`config.mk`:
```
export PLATFORM = sky130hd
export DESIGN_NAME = oam_dma_ctrl
export DESIGN_NICKNAME = d
export VERILOG_FILES = /design/src/rtl/nes_bus_pkg.sv /design/src/rtl/oam_dma_ctrl_ppu_reg_decode.sv /design/src/rtl/oam_dma_ctrl.sv
export SDC_FILE = /design/constraint.sdc
export NUM_CORES = 1
export LEC_CHECK = 0
export CORE_MARGIN = 3
export CORE_UTILIZATION = 37
export DETAILED_ROUTE_END_ITERATION = 8
export PLACE_DENSITY = 0.77
export SLEW_MARGIN = 20
export SYNTH_ARGS = -nofsm -noshare
export SYNTH_HDL_FRONTEND = slang
export SYNTH_SLANG_ARGS = --single-unit
```
`constraint.sdc`:
```
create_clock -name clk -period 1.68 [get_ports clk]
set_input_delay 0.252 -clock clk [delete_from_list [all_inputs] [get_ports clk]]
set_output_delay 0.252 -clock clk [all_outputs]
set_load 0.01 [all_outputs]
```
`src/rtl/nes_bus_pkg.sv`:
```
// nes_bus_pkg: shared types and constants for the 6502 shared-bus controllers.
//   dma_state_t   : sprite-DMA sequencer states
//   PPU_REG_BASE  : first address of the PPU register window ($2000-$3FFF)
//   PPU_REG_MASK  : value of cpu_addr[15:13] that selects the PPU window
//   OAMDMA_ADDR   : CPU address whose write starts a sprite DMA
//   OAMDATA_IDX   : PPU register index of OAMDATA
package nes_bus_pkg;

  typedef enum logic [2:0] {IDLE, HALT, ALIGN, READ, WRITE, DONE} dma_state_t;

  localparam logic [15:0] PPU_REG_BASE = 16'h2000;
  localparam logic [2:0]  PPU_REG_MASK = 3'b001;
  localparam logic [15:0] OAMDMA_ADDR  = 16'h4014;
  localparam logic [2:0]  OAMDATA_IDX  = 3'd4;

endpackage

```
`src/rtl/oam_dma_ctrl_ppu_reg_decode.sv`:
```
// ppu_reg_decode: combinational CPU address decode for the PPU register port.
//   cpu_addr  in  16  CPU address bus
//   cs_n      out 1   PPU register chip select, active low ($2000-$3FFF, mirrored every 8)
//   reg_addr  out 3   PPU register index
module ppu_reg_decode
  import nes_bus_pkg::*;
(
  input  logic [15:0] cpu_addr,
  output logic        cs_n,
  output logic [2:0]  reg_addr
);

  // Middle address bits are don't-care: the eight PPU registers mirror across the window.
  logic unused_addr_bits;
  assign unused_addr_bits = ^cpu_addr[12:3];

  assign cs_n     = (cpu_addr[15:13] != PPU_REG_MASK);
  assign reg_addr = cpu_addr[2:0];

endmodule

```
`src/rtl/oam_dma_ctrl.sv`:
```
// oam_dma_ctrl: sprite-DMA sequencer between the 6502 core and the shared bus.
// A CPU write of a page number to DMA_REG_ADDR suspends the core (cpu_rdy=0) and copies
// XFER_LEN bytes from WRAM {page,idx} into PPU OAMDATA, then returns the bus.
// When idle, CPU traffic passes straight through and the PPU chip select is decoded.
// Optional feature macro: OAMDMA_ALIGN_EN -- when defined, a HALT that lands on an odd
// CPU cycle (parity==1) is followed by one ALIGN cycle; when undefined there is no
// parity flop and the stall is always 1+2*XFER_LEN cycles.
// Ports:
//   clk, nreset                         clock, synchronous active-low reset
//   cpu_addr, cpu_dout, cpu_we          CPU bus inputs
//   cpu_rdy                             CPU ready; 0 suspends the core
//   bus_addr, bus_we, bus_din           WRAM port (bus_din valid the cycle after bus_addr)
//   ppu_reg_cs, ppu_reg_addr, ppu_we,
//   ppu_dout                            PPU register port (cs active low)
//   dma_active                          high from HALT through the last WRITE
//
// state | meaning
// IDLE  | CPU owns the bus, waiting for a DMA_REG_ADDR write
// HALT  | core suspended, first DMA cycle
// ALIGN | spare cycle to re-align to an even CPU cycle (OAMDMA_ALIGN_EN only)
// READ  | WRAM read of {page,idx}
// WRITE | previous read data written to OAMDATA, idx advances
// DONE  | core released, one cycle before IDLE
module oam_dma_ctrl
  import nes_bus_pkg::*;
#(
  parameter logic [15:0] DMA_REG_ADDR = OAMDMA_ADDR,
  parameter logic [2:0]  OAM_DATA_REG = OAMDATA_IDX,
  parameter int unsigned XFER_LEN     = 256
) (
  input  logic        clk,
  input  logic        nreset,
  input  logic [15:0] cpu_addr,
  input  logic [7:0]  cpu_dout,
  input  logic        cpu_we,
  output logic        cpu_rdy,
  output logic [15:0] bus_addr,
  output logic        bus_we,
  input  logic [7:0]  bus_din,
  output logic        ppu_reg_cs,
  output logic [2:0]  ppu_reg_addr,
  output logic        ppu_we,
  output logic [7:0]  ppu_dout,
  output logic        dma_active
);

  localparam logic [7:0] LAST_IDX = 8'(XFER_LEN - 1);

  dma_state_t state_q, state_d;
  logic [7:0] idx_q, idx_d;
  logic [7:0] page_q, page_d;
  logic       cpu_rdy_q, cpu_rdy_d;
  logic       dma_active_q, dma_active_d;

`ifdef OAMDMA_ALIGN_EN
  logic parity_q, parity_d;
  assign parity_d = ~parity_q;
`endif

  logic       dec_cs_n;
  logic [2:0] dec_reg_addr;

  ppu_reg_decode u_ppu_reg_decode (
    .cpu_addr (cpu_addr),
    .cs_n     (dec_cs_n),
    .reg_addr (dec_reg_addr)
  );

  logic trigger;
  assign trigger = cpu_we && (cpu_addr == DMA_REG_ADDR);

  always_comb begin
    state_d      = state_q;
    idx_d        = idx_q;
    page_d       = page_q;
    cpu_rdy_d    = cpu_rdy_q;
    dma_active_d = dma_active_q;
    case (state_q)
      IDLE: begin
        if (trigger) begin
          page_d       = cpu_dout;
          idx_d        = '0;
          state_d      = HALT;
          cpu_rdy_d    = 1'b0;
          dma_active_d = 1'b1;
        end
      end
      HALT: begin
`ifdef OAMDMA_ALIGN_EN
        state_d = parity_q ? ALIGN : READ;
`else
        state_d = READ;
`endif
      end
      ALIGN: state_d = READ;
      READ:  state_d = WRITE;
      WRITE: begin
        if (idx_q == LAST_IDX) begin
          // Explicit wrap keeps idx at 0 between transfers even for XFER_LEN < 256.
          idx_d        = '0;
          state_d      = DONE;
          cpu_rdy_d    = 1'b1;
          dma_active_d = 1'b0;
        end else begin
          idx_d   = idx_q + 8'd1;
          state_d = READ;
        end
      end
      DONE:    state_d = IDLE;
      default: state_d = IDLE;
    endcase
  end

  always_ff @(posedge clk) begin
    if (!nreset) begin
      state_q      <= IDLE;
      idx_q        <= '0;
      page_q       <= '0;
      cpu_rdy_q    <= 1'b1;
      dma_active_q <= 1'b0;
`ifdef OAMDMA_ALIGN_EN
      parity_q     <= 1'b0;
`endif
    end else begin
      state_q      <= state_d;
      idx_q        <= idx_d;
      page_q       <= page_d;
      cpu_rdy_q    <= cpu_rdy_d;
      dma_active_q <= dma_active_d;
`ifdef OAMDMA_ALIGN_EN
      parity_q     <= parity_d;
`endif
    end
  end

  // DONE already has the core running again, so it shares the pass-through path with IDLE.
  logic pass_through;
  assign pass_through = (state_q == IDLE) || (state_q == DONE);

  always_comb begin
    if (pass_through) begin
      bus_addr     = cpu_addr;
      // Writes aimed at the PPU window or the DMA trigger register never reach WRAM.
      bus_we       = cpu_we && dec_cs_n && (cpu_addr != DMA_REG_ADDR);
      ppu_reg_cs   = dec_cs_n;
      ppu_reg_addr = dec_reg_addr;
      ppu_we       = cpu_we && !dec_cs_n;
      ppu_dout     = cpu_dout;
    end else begin
      bus_addr     = {page_q, idx_q};
      bus_we       = 1'b0;
      ppu_reg_cs   = (state_q != WRITE);
      ppu_reg_addr = OAM_DATA_REG;
      ppu_we       = (state_q == WRITE);
      ppu_dout     = bus_din;
    end
  end

  assign cpu_rdy    = cpu_rdy_q;
  assign dma_active = dma_active_q;

endmodule

```
==> results of run 1 <==
## kinds of logic after synthesis
logic type | share of synthesized area [%]
simple gates | 22.8
compound gates | 20.4
mux | 18.6
flops | 30.2
buf+inv | 5.92
xor+xnor | 1.26
fa+ha+maj | 0.898
## per-stage QoR
step           instance area (um2)  hold slack, ns
3_5_place_dp                  2310           0.468
5_1_grt                       2710           0.545
3_3_place_gp                  2310           0.461
4_1_cts                       2630           0.480
6_report                      2710           0.495
2_1_floorplan                 1400           0.389
## report_power, final
part / leakage [nW] / total, mW / internal (mW) / switching [mW]
logic: 1.04 / 1.11 / 0.671 / 0.438
registers: 0.171 / 0.514 / 0.506 / 0.00829
clock network: 0.0228 / 0.348 / 0.169 / 0.179
total: 1.24 / 1.97 / 1.35 / 0.626
## synthesized netlist by cell type (3+ instances only)
cell type,count
o21ai_0,15
nand3_1,18
o32ai_1,4
a21oi_1,12
buf_2,6
nor2_1,6
nand2_1,12
and2_1,3
clkbuf_1,4
mux2_2,23
dfxtp_1,21
## registers in the layout (all words and copies together), names as in the netlist
register	cells
idx_q	8
dma_active	1
state_q	3
cpu_rdy	1
page_q	8
## worst max-delay path: cells and delay by family, from the launching register on
| kind | cells | cell delay [ns] |
|---|---|---|
| xor+xnor | 1 | 0.19 |
| buf+inv | 3 | 0.41 |
| flops | 1 | 0.35 |
| mux | 1 | 0.31 |
| simple gates | 1 | 0.11 |
## cell type report
class	instances	area, um2	share of cell area, %
repair buffers	112	1090	40.3
inverters	2	7.51	0.277
well taps	46	57.6	2.12
multi-input cells	126	1080	40.0
clock buffers	4	45.0	1.66
flip-flops and latches	21	424	15.6
## worst paths after layout
check | start | end | slack, ns | depth (start not counted)
worst min register to register | page_q[2]$_SDFFE_PN0P_ | page_q[2]$_SDFFE_PN0P_ | 0.49 | 2
worst max register to register | state_q[0]$_SDFFE_PN0P_ | idx_q[6]$_SDFFE_PN0P_ | -0.09 | 6
worst max-delay path | state_q[0]$_SDFFE_PN0P_ | bus_addr[4] | -0.20 | 6
worst min-delay path | page_q[2]$_SDFFE_PN0P_ | page_q[2]$_SDFFE_PN0P_ | 0.49 | 2
## per-layer routing
| metal | vias to the layer above | part of all wire, % |
|---|---|---|
| met2 | 78 | 52 |
| met4 | 0 | 2.3 |
| met3 | 14 | 6.0 |
| met5 | - | 0 |
| li1 | 817 | - |
| met1 | 827 | 40 |
## timing repair
item	4_1_cts	5_1_grt
pin swaps	11	9
cloned	2	1
setup buffers	9	5
setup endpoints to repair	46	46
resized for setup	198	32
==> out/qor.txt, run 1 <==
Outcome: finished, violations left
Failing checks: setup timing
Largest net degree at the start of global routing: 12
Net Count, Synth: 198
Yosys top cell area share: 30.2%
CP required: 1.43 ns
Die Width: 67.4 um
GP Congestion: 0.875
Placed Instances: 295
Clock Sinks: 21
Drt wl/cell: 18.5 um
Max clock buf depth: 2
# diodes: 0
Post-Syn Instances: 162
FP Rows: 21
DP Worst Slack: -0.529 ns
Pwr per Cell Area: 727 nW/um2
Fraction of layout cells with a size suffix above 1: 47.2%
Unrepaired setup endpoints after global routing: true
Final min period: 1.88 ns
Setup-failing EPs final: 30
Synth Register Bits: 21
Tot Pwr: 1.97 mW
CP max stage delay: 0.35 ns
Synth cell types: 41
Post-Syn Area: 1390 um2
Worst-path fanout max: 5
Worst min-delay path class: flip-flop to flip-flop
Via density: 5.58
DP Wirelength: 3540 um
Async SR Flop Fraction: 0%
Dominant synthesized flop cell: dfxtp_1
Final hold vios: 0
IO Count: 67
Fillers: 237
Syn Area/Cell: 8.60 um2
Clock Latency Late Sink: 0.26 ns
Crit share post-route: 112%
Met2 Use GR: 42.6%
Worst path slowest cell: dfxtp_2
Slew Viols, Final: 0
Num CTS Buffers: 3
Die Span Y: 67.4 um
H-tree depth: 1
Cell taking the most area after synthesis: dfxtp_1
Most Crowded Layer GR: met2
Final #Nets: 302
Max frequency: 531 MHz
Yosys Warn Count: 0
Maximum VDD drop: 0.000628 V
Leak: 1.24 nW
Number of synthesized flops with an enable pin: 0
Root Buffer: clkbuf_8
# DRC: 0
Antenna violations before repair: 0
Most common cell after layout, fill and taps aside: buf_4
Post-synthesis sequential area ratio: 30.2%
Met1 Use GR: 30.6%
Synth-to-Final Area Change: 94.6%
Drt first pass iters: 4
ANT nets after route: 0
CORE AREA: 3470 um2
WS Path Type: flip-flop to primary output
Crit path cell chain: xor2_2 -> nor2_4 -> buf_12 -> buf_8 -> mux2_4 -> buf_6
Iter 0 DRT Violations: 185
Count of input and output buffers: 66
TritonCTS clock tree: built
Vias in the first global route: 1,731
Die ar.: 4540 um2
Top cells by area, synth: dfxtp_1 (30%), mux2_2 (19%), nand3_1 (6.5%), o21ai_0 (5.4%), a21oi_1 (4.3%)
Starting Density: 40.2%
Least-Margin Pin Slew: 0.357 ns
Maxcap violations: 0
Final core utilization: 78.2%
Vias: 1,736
Final Skew: 0.00508 ns
CTS Hold Buffers Added: 0
Commonest non-fill, non-tap cells in the layout: buf_4 (35), buf_6 (29), mux2_4 (23)
First-pass GRT wire length: 8420 um
Congestion Overflow GR: 0
Crit path capture type: primary output
CP startpoint kind: flip-flop
CP Data Arrival Time: 1.63 ns
Reg clk slew, reported paths: 0.08 ns
Final WS setup: -0.202 ns
Met3 Use GR: 4.49%
Slew HR: 76.2%
Total Wirelength: 5760 um
Tot GR Track Use: 24.7%
Final TNS setup: -4.93 ns
Fin cells: 311
Note: power is estimated with default switching activity, not from simulation.
==> run 2: changes to the inputs <==
- MAX_ROUTING_LAYER: unset -> met4
==> run 2 against run 1 <==
The flow still finishes with violations (setup timing); final area is the same; final cell count is the same; first-iteration DRC count grew 16%; utilization is the same; sequential power is essentially flat; clock-buffer cell count is the same; register-to-register slack is essentially flat; sequential share of layout area is the same; combinational power is essentially flat; worst hold slack lost 0.0029 ns; clock power is essentially flat; global-route usage grew 0.71 points; highest routed layer unchanged.
==> out/qor.txt, run 2 (same netlist as run 1, synthesis figures left out) <==
Crit path capture type: primary output
Count of input and output buffers: 66 (unchanged)
Final Skew: 0.00568 ns (+0.000599 ns)
Multi-input logic area: 1080 um2 (unchanged)
CTS Hold Buffers Added: 0 (unchanged)
Final hold vios: 0 (unchanged)
Worst-path fanout max: 5 (unchanged)
Most common cell after layout, fill and taps aside: buf_4
Pwr per Cell Area: 725 nW/um2 (-0.31%)
Failing checks: setup timing
CORE AREA: 3470 um2 (unchanged)
Root Buffer: clkbuf_8
Congestion Overflow GR: 0 (unchanged)
Tot GR Track Use: 25.4% (+0.71 points)
Unrepaired setup endpoints after global routing: true
Slew Viols, Final: 0 (unchanged)
Via density: 5.55 (-0.52%)
Starting Density: 40.2% (unchanged)
Fillers: 237 (unchanged)
ANT nets after route: 0 (unchanged)
Final WS setup: -0.196 ns (+0.00643 ns)
Leak: 1.24 nW (unchanged)
Worst min-delay path class: flip-flop to flip-flop
Antenna violations before repair: 0 (unchanged)
TritonCTS clock tree: built
WHS: 0.492 ns (-0.00293 ns)
Drt wl/cell: 18.5 um (-0.31%)
FP Rows: 21 (unchanged)
# DRC: 0 (unchanged)
Drt first pass iters: 4 (unchanged)
Largest net degree at the start of global routing: 12 (unchanged)
Slew HR: 75.9% (-0.31 points)
Num CTS Buffers: 3 (unchanged)
Largest registers: idx_q x8, page_q x8, state_q x3
Final #Nets: 302 (unchanged)
CP Data Arrival Time: 1.62 ns (about the same)
Clock Latency Late Sink: 0.26 ns (about the same)
DP Wirelength: 3540 um (unchanged)
Crit share post-route: 112% (-0.38 points)
Reg clk slew, reported paths: 0.08 ns (about the same)
Vias: 1,727 (-0.52%)
IO Count: 67 (unchanged)
WS Path Type: flip-flop to primary output
Clock Sinks: 21 (unchanged)
First-pass GRT wire length: 8420 um (unchanged)
CP required: 1.43 ns (about the same)
Maxcap violations: 0 (unchanged)
Final core utilization: 78.2% (unchanged)
Final min period: 1.88 ns (-0.00643 ns)
Commonest non-fill, non-tap cells in the layout: buf_4 (35), buf_6 (29), mux2_4 (23)
Vias in the first global route: 1,732 (+0.058%)
Die ar.: 4540 um2 (unchanged)
Max clock buf depth: 2 (unchanged)
Die Width: 67.4 um (unchanged)
Tot Pwr: 1.97 mW (-0.31%)
# diodes: 0 (unchanged)
Synth-to-Final Area Change: 94.6% (unchanged)
Fraction of layout cells with a size suffix above 1: 47.2% (unchanged)
CP startpoint kind: flip-flop
Die Span Y: 67.4 um (unchanged)
Outcome: finished, violations left
Least-Margin Pin Slew: 0.361 ns (+0.00464 ns)
Setup-failing EPs final: 30 (unchanged)
Iter 0 DRT Violations: 214 (+16%)
Total Wirelength: 5750 um (-0.31%)
GP Congestion: 0.890 (+1.6%)
Reg area: 424 um2 (unchanged)
H-tree depth: 1 (unchanged)
Maximum VDD drop: 0.000624 V (-0.61%)
Max frequency: 533 MHz (+0.34%)
-- run 2: metal layers --
metal / vias to the layer above / part of all wire [%] / GRT usage, %
li1: 814 / - / -
met1: 814 / 39 / 30.7
met2: 86 / 52 / 42.6
met3: 13 / 6.6 / 4.33
met4: 0 / 2.2 / 9.11
met5: - / 0 / -
-- run 2: what timing repair did --
action,in CTS,in global routing
cloned,2,1
pin swaps,11,9
endpoints found under the setup margin,46,46
buffers inserted,9,5
gates resized for setup,198,32
-- run 2: report_power, final --
part / internal, mW / switching [mW]
Clock: 0.169 / 0.176
Combinational: 0.671 / 0.436
Sequential: 0.506 / 0.00836
-- run 2: final timing paths --
check	slack (ns)	cells after the start	endpoint	startpoint
worst max-delay path	-0.20	6	bus_addr[4]	state_q[0]$_SDFFE_PN0P_
worst min-delay path	0.49	2	page_q[4]$_SDFFE_PN0P_	page_q[4]$_SDFFE_PN0P_
worst max register to register	-0.10	6	idx_q[6]$_SDFFE_PN0P_	state_q[0]$_SDFFE_PN0P_
worst min register to register	0.49	2	page_q[4]$_SDFFE_PN0P_	page_q[4]$_SDFFE_PN0P_
-- run 2: area by class of cell --
| class | count | share of cell area [%] |
|---|---|---|
| multi-input combinational | 126 | 40.0 |
| inverter | 2 | 0.277 |
| clock buffer | 4 | 1.66 |
| timing repair buffer | 112 | 40.3 |
| tap | 46 | 2.12 |
| sequential | 21 | 15.6 |
-- run 2: per-stage QoR --
step,setup TNS [ns],cells,setup slack [ns],instance area (um2)
after global placement,-11.52,295,-0.535,2310
after detailed placement,-12.20,295,-0.529,2310
after CTS,-6.40,310,-0.301,2630
after global routing,-5.87,311,-0.226,2710
after floorplan,0,162,0.0242,1400
final,-4.83,311,-0.196,2710
-- run 2: critical path, stage by stage (launching register included) --
cell and delay, ns:
dfxtp_2 0.35, xor2_2 0.19, nor2_4 0.11, buf_12 0.14
buf_8 0.14, mux2_4 0.31, buf_6 0.13
